### config.mk
export PLATFORM = sky130hd
export DESIGN_NAME = anchor_pixel_fetcher
export DESIGN_NICKNAME = d
export VERILOG_FILES = /design/src/rtl/edge_pkg.sv /design/src/rtl/pixel_addr_gen.sv /design/src/rtl/anchor_pixel_fetcher.sv
export SDC_FILE = /design/constraint.sdc
export NUM_CORES = 1
export LEC_CHECK = 0
export ABC_AREA = 1
export CAP_MARGIN = 20
export CORE_UTILIZATION = 30
export CTS_BUF_LIST = sky130_fd_sc_hd__clkbuf_4
export CTS_CLUSTER_DIAMETER = 40
export DETAILED_ROUTE_END_ITERATION = 8
export DONT_BUFFER_PORTS = 1
export GPL_ROUTABILITY_DRIVEN = 0
export PLACE_DENSITY = 0.53
export SLEW_MARGIN = 30
export SYNTH_ARGS = -nofsm -noshare
export SYNTH_HDL_FRONTEND = slang
export SYNTH_SLANG_ARGS = --single-unit
### constraint.sdc
create_clock -name clk -period 15.1 [get_ports clk]
set_input_delay 4.53 -clock clk [delete_from_list [all_inputs] [get_ports clk]]
set_output_delay 4.53 -clock clk [all_outputs]
set_load 0.1 [all_outputs]
### src/rtl/edge_pkg.sv
// Shared definitions for the edge/blur pipeline.
// Holds the pixel fetcher state encoding and the segment geometry constants.
// The anchor controller's x_counter steps by SEG_LEN and uses the same values.
package edge_pkg;

    typedef enum logic [1:0] {
        IDLE,
        FETCH,
        HOLD
    } fetch_state_t;

    // Pixels per row segment; equals the anchor x-counter increment.
    localparam int unsigned SEG_LEN    = 10;
    // Left offset of a segment relative to anchor_x.
    localparam int unsigned SEG_HALF   = 5;
    localparam int unsigned PIXEL_BITS = 8;

endpackage

### src/rtl/pixel_addr_gen.sv
// Combinational address generator for the anchor pixel fetcher.
// Computes the image column of segment slot col, decides whether that pixel
// lies outside the image (pad), and forms its SRAM address.
//   anchor_x, anchor_y : current anchor position
//   col                : segment slot, 0..SEG_LEN-1
//   width, height      : image size in pixels
//   base_addr          : SRAM address of pixel (0,0)
//   pad                : pixel is outside the image and must be zero-filled
//   mem_addr           : base_addr + anchor_y*width + px, truncated to ADDR_BITS
module pixel_addr_gen #(
    parameter int unsigned ADDR_BITS = 20,
    parameter int unsigned SEG_HALF  = edge_pkg::SEG_HALF
) (
    input  logic [15:0]          anchor_x,
    input  logic [15:0]          anchor_y,
    input  logic [3:0]           col,
    input  logic [15:0]          width,
    input  logic [15:0]          height,
    input  logic [ADDR_BITS-1:0] base_addr,
    output logic                 pad,
    output logic [ADDR_BITS-1:0] mem_addr
);

    logic [15:0] px;
    logic [31:0] row_off;

    // 16-bit wrap is intentional: anchors near the left edge give a huge px,
    // which then fails the px < width test and pads.
    assign px      = anchor_x - 16'(SEG_HALF) + 16'(col);
    assign row_off = 32'(anchor_y) * 32'(width);

    assign pad      = (anchor_y >= height) || (px >= width);
    assign mem_addr = base_addr + ADDR_BITS'(row_off) + ADDR_BITS'(px);

endmodule

### src/rtl/anchor_pixel_fetcher.sv
// Anchor pixel fetcher: for each anchor position, reads a SEG_LEN-pixel row
// segment from image SRAM and writes it into the blur row buffer, zero-padding
// pixels outside the image without touching SRAM.
//   clk, n_rst           : clock, asynchronous active-low reset
//   en_filter            : start of filter phase (honoured only in IDLE)
//   process_done         : filter phase complete, return to IDLE
//   anchor_moving        : anchor advances at the next edge (honoured in HOLD)
//   anchor_x, anchor_y   : current anchor position
//   width, height        : image size
//   base_addr            : SRAM address of pixel (0,0)
//   mem_read, mem_addr   : SRAM read request and address
//   mem_rdata, mem_ready : SRAM read data and accept/valid strobe
//   pix_we, pix_idx, pix_data : row-buffer write port
//   io_final             : segment I/O completes this cycle or is complete
module anchor_pixel_fetcher #(
    parameter int unsigned ADDR_BITS = 20,
    parameter int unsigned SEG_LEN   = edge_pkg::SEG_LEN,
    parameter int unsigned SEG_HALF  = edge_pkg::SEG_HALF
) (
    input  logic                 clk,
    input  logic                 n_rst,
    input  logic                 en_filter,
    input  logic                 process_done,
    input  logic                 anchor_moving,
    input  logic [15:0]          anchor_x,
    input  logic [15:0]          anchor_y,
    input  logic [15:0]          width,
    input  logic [15:0]          height,
    input  logic [ADDR_BITS-1:0] base_addr,
    output logic                 mem_read,
    output logic [ADDR_BITS-1:0] mem_addr,
    input  logic [7:0]           mem_rdata,
    input  logic                 mem_ready,
    output logic                 pix_we,
    output logic [3:0]           pix_idx,
    output logic [7:0]           pix_data,
    output logic                 io_final
);

    import edge_pkg::*;

    fetch_state_t         state_q, state_d;
    logic [3:0]           col_q, col_d;
    logic                 pad;
    logic [ADDR_BITS-1:0] addr;
    logic                 step_done;
    logic                 last_col;

    pixel_addr_gen #(
        .ADDR_BITS (ADDR_BITS),
        .SEG_HALF  (SEG_HALF)
    ) u_addr_gen (
        .anchor_x  (anchor_x),
        .anchor_y  (anchor_y),
        .col       (col_q),
        .width     (width),
        .height    (height),
        .base_addr (base_addr),
        .pad       (pad),
        .mem_addr  (addr)
    );

    // A slot completes when padded, or when its read is accepted.
    assign step_done = (state_q == FETCH) && (pad || mem_ready);
    assign last_col  = (col_q == 4'(SEG_LEN - 1));

    always_ff @(posedge clk or negedge n_rst) begin
        if (!n_rst) begin
            state_q <= IDLE;
            col_q   <= '0;
        end else begin
            state_q <= state_d;
            col_q   <= col_d;
        end
    end

    always_comb begin
        state_d = state_q;
        col_d   = col_q;
        unique case (state_q)
            IDLE: begin
                if (en_filter) begin
                    state_d = FETCH;
                    col_d   = '0;
                end
            end
            FETCH: begin
                if (step_done) begin
                    if (last_col) begin
                        state_d = HOLD;
                        col_d   = '0;
                    end else begin
                        col_d = col_q + 4'd1;
                    end
                end
            end
            HOLD: begin
                if (anchor_moving) begin
                    state_d = FETCH;
                    col_d   = '0;
                end
            end
            default: begin
                state_d = IDLE;
                col_d   = '0;
            end
        endcase
        if (process_done) begin
            state_d = IDLE;
            col_d   = '0;
        end
    end

    always_comb begin
        mem_read = 1'b0;
        mem_addr = '0;
        pix_we   = 1'b0;
        pix_idx  = '0;
        pix_data = '0;
        io_final = 1'b0;
        unique case (state_q)
            FETCH: begin
                if (!pad) begin
                    mem_read = 1'b1;
                    mem_addr = addr;
                end
                if (step_done) begin
                    pix_we   = 1'b1;
                    pix_idx  = col_q;
                    pix_data = pad ? 8'd0 : mem_rdata;
                    io_final = last_col;
                end
            end
            HOLD:    io_final = 1'b1;
            default: ;
        endcase
    end

endmodule

==> results.json <==
{
  "syn-cell-area_sq_mm": 0.009276,
  "slew_violations": 0,
  "cts_buffers": 3,
  "placed_cell_area_sq_mm": 0.01023,
  "r2r_slack_ns": 10.81,
  "grt_max_degree": 19,
  "start_kind": "input pin",
  "fp.coreArea_sq_mm": 0.03051,
  "synthTopCellsByCount": "inv_1 (414), nand2_1 (335), fa_1 (166), ha_1 (114), a21oi_1 (47)",
  "synth_flop_cell": "dfrtp_1",
  "n_fill_cell": 3246,
  "synth.avg_cell_area_sq_um": 7.097,
  "drt_first_pass_iters": 5,
  "synth_fp_nets": 1685,
  "critPathKind": "in -> out",
  "holdPathStages": 2,
  "synth.distinct_cells": 41,
  "finClkSkew_ns": 0.001015,
  "fin_nets": 1694,
  "cp.arrival_ns": 10.36,
  "setup_viol_count_final": 0,
  "path_delay_family": "adder cells",
  "max-clock-path-buffers": 2,
  "drt-initial-drc-count": 305,
  "cts_root_buf": "clkbuf_4",
  "min_period_ns": 14.89,
  "die_y_um": 177.8,
  "finalCritPeriodShare_pct": 98.59,
  "cp_max_fo": 4,
  "portBuffers": 0,
  "drive_gt1_share_pct": 11.80,
  "grt_overflow": 0,
  "synth.yosys.seq_area_share_pct": 1.619,
  "clk_latency_ns": 0.24,
  "finalHoldWorstSlack_ns": 0.5444,
  "fmax_mhz": 67.17,
  "max_stage_delay_ns": 0.52,
  "start_util_pct": 30.41,
  "slowest_stage": "fa_1",
  "status": "completed",
  "reg2regPathDepth": 26,
  "grt_pass1_wl_um": 39320,
  "tightest_slew_ns": 0.8179,
  "cp-end-kind": "output port",
  "n_antenna_cell": 0,
  "row_count": 64,
  "hp-class": "reg -> reg",
  "synth_top_area_share_pct": 35.82,
  "design_area_sq_mm": 0.01055,
  "routedWlPerCell_um": 14.25,
  "drc": 0,
  "pre_cts_ws_ns": -0.04548,
  "cts_sinks": 6,
  "whs_endpoint": "state_q[1]",
  "ys_warn_count": 0,
  "ctsHtreeMaxLevel": 1,
  "viasPerCell": 4.474,
  "synth-edff-count": 0,
  "ios": 133,
  "die-area_sq_mm": 0.03163,
  "routed_wl_um": 24370,
  "area_delta_synth_final_pct": 13.77,
  "clk_pin_slew_ns": 0.04,
  "synth_area_leader_cell": "fa_1",
  "ys_ff_latch": 6,
  "synth_most_common_cell": "inv_1",
  "cts_tree": "yes",
  "netlist_instances": 1307,
  "grt_pass1_vias": 7722,
  "synth_async_sr_flop_share_pct": 100.0,
  "slew_headroom_pct": 45.41,
  "ctsHoldBuffers": 0,
  "hpwl_um": 21060,
  "rr_startpoint": "col_q[3]",
  "hold_viol": 0,
  "grt_antenna_before_repair": 0,
  "synth_area_leaders": "fa_1 (36%), inv_1 (17%), ha_1 (15%), nand2_1 (14%), a21oi_1 (2.5%)",
  "ant_nets": 0,
  "hp-start": "state_q[1]",
  "r2r_end": "state_q[1]",
  "grt_usage_pct": 15.82,
  "vias": 7650,
  "die_w_um": 177.8,
  "cap_viol_max_count": 0,
  "required_ns": 10.57,
  "setup_ws_ns": 0.2129,
  "worst-path-buf-inv": 9
}
placed cells by master (no fill, tap or decap), drive strengths merged:
| cell | n |
|---|---|
| nand4 | 4 |
| xnor2 | 11 |
| o21bai | 3 |
| xor2 | 16 |
| inv | 414 |
| fa | 166 |
| clkinv | 1 |
| nand3b | 4 |
| o21ai | 24 |
| a21oi | 55 |
| and2 | 1 |
| or2 | 2 |
| nand3 | 34 |
| o21a | 5 |
| a21boi | 2 |
| o2111ai | 1 |
| nor2 | 46 |
| dfrtp | 6 |
| nand2 | 338 |
| o211ai | 1 |
| o31ai | 2 |
| nor4 | 2 |
| clkbuf | 3 |
| buf | 47 |
| ha | 114 |
| a21o | 5 |
| a31oi | 1 |
| nor3 | 6 |
area by class of cell:
class / instances / area, sq um / area share [%]
clock buffers: 3 / 22.52 / 0.2134
inverters: 415 / 1559 / 14.77
multi-input cells: 843 / 7836 / 74.25
flip-flops and latches: 6 / 150.1 / 1.423
well taps: 396 / 495.5 / 4.695
repair buffers: 47 / 490.5 / 4.647
how the worst max path moves through the flow:
stage	start	end	slack, ns	cells after the start
floorplan	anchor_x[1]	mem_addr[16]	-0.01	32
global placement	anchor_x[1]	mem_addr[17]	0.001	31
detailed placement	anchor_x[1]	mem_addr[17]	-0.05	31
global route	anchor_x[3]	mem_addr[13]	-0.04	32
finish	anchor_x[3]	mem_addr[18]	0.21	31
CTS	anchor_x[1]	mem_addr[16]	0.01	33
sequential cells by signal, indices dropped and copies added, names as in the netlist:
name / flops
state_q: 2
col_q: 4
routing by layer:
| metal | global-route usage [%] | wire length (um) | up-vias |
|---|---|---|---|
| met5 | 0 | 0 | - |
| met4 | 2.991 | 433 | 0 |
| met3 | 2.314 | 1419 | 30 |
| met2 | 27.36 | 11660 | 176 |
| met1 | 20.93 | 10850 | 3681 |
| li1 | - | - | 3763 |
worst register-to-register path, stage by stage (launching register included):
cell and delay, ns:
dfrtp_1 0.39, inv_1 0.18, ha_1 0.27, inv_1 0.09, ha_4 0.22, a21oi_1 0.14, nand2_1 0.12, a21oi_1 0.15
nor2_1 0.06, nor2_2 0.14, o21ai_2 0.11, a21oi_2 0.23, buf_4 0.14, buf_4 0.09, xnor2_1 0.07, ha_1 0.30
nand4_1 0.09, nor3_1 0.29, nand3_1 0.14, nand3_2 0.15, nor2_8 0.08, nand2_2 0.09, nand2_1 0.05, nand2_1 0.32
nand2_1 0.12, nand2_1 0.08, nand2_1 0.05
cells by family after synthesis:
family,Yosys count,synth area share (%)
simple gates,437,19.05
flops,6,1.619
buf+inv,458,18.91
fa+ha+maj,280,51.20
compound gates,99,6.677
xor+xnor,27,2.549
per-stage QoR:
stage / std cells / util [%] / TNS [ns]
after floorplan: 1307 / - / -0.01008
after global placement: 1699 / 33.24 / 0
after detailed placement: 1699 / 33.52 / -0.04548
after CTS: 1702 / 33.62 / 0
after global routing: 1710 / 34.59 / -0.08060
final: 1710 / 34.59 / 0
timing repair:
item,4_1_cts,5_1_grt
resized for setup,2,52
setup endpoints to repair,1,10
pin swaps,2,40
endpoints found under the hold margin,0,0
setup buffers,0,8
Power is not shown: default switching activity piles up to over one toggle a cycle in this logic, so the estimate is an artifact.
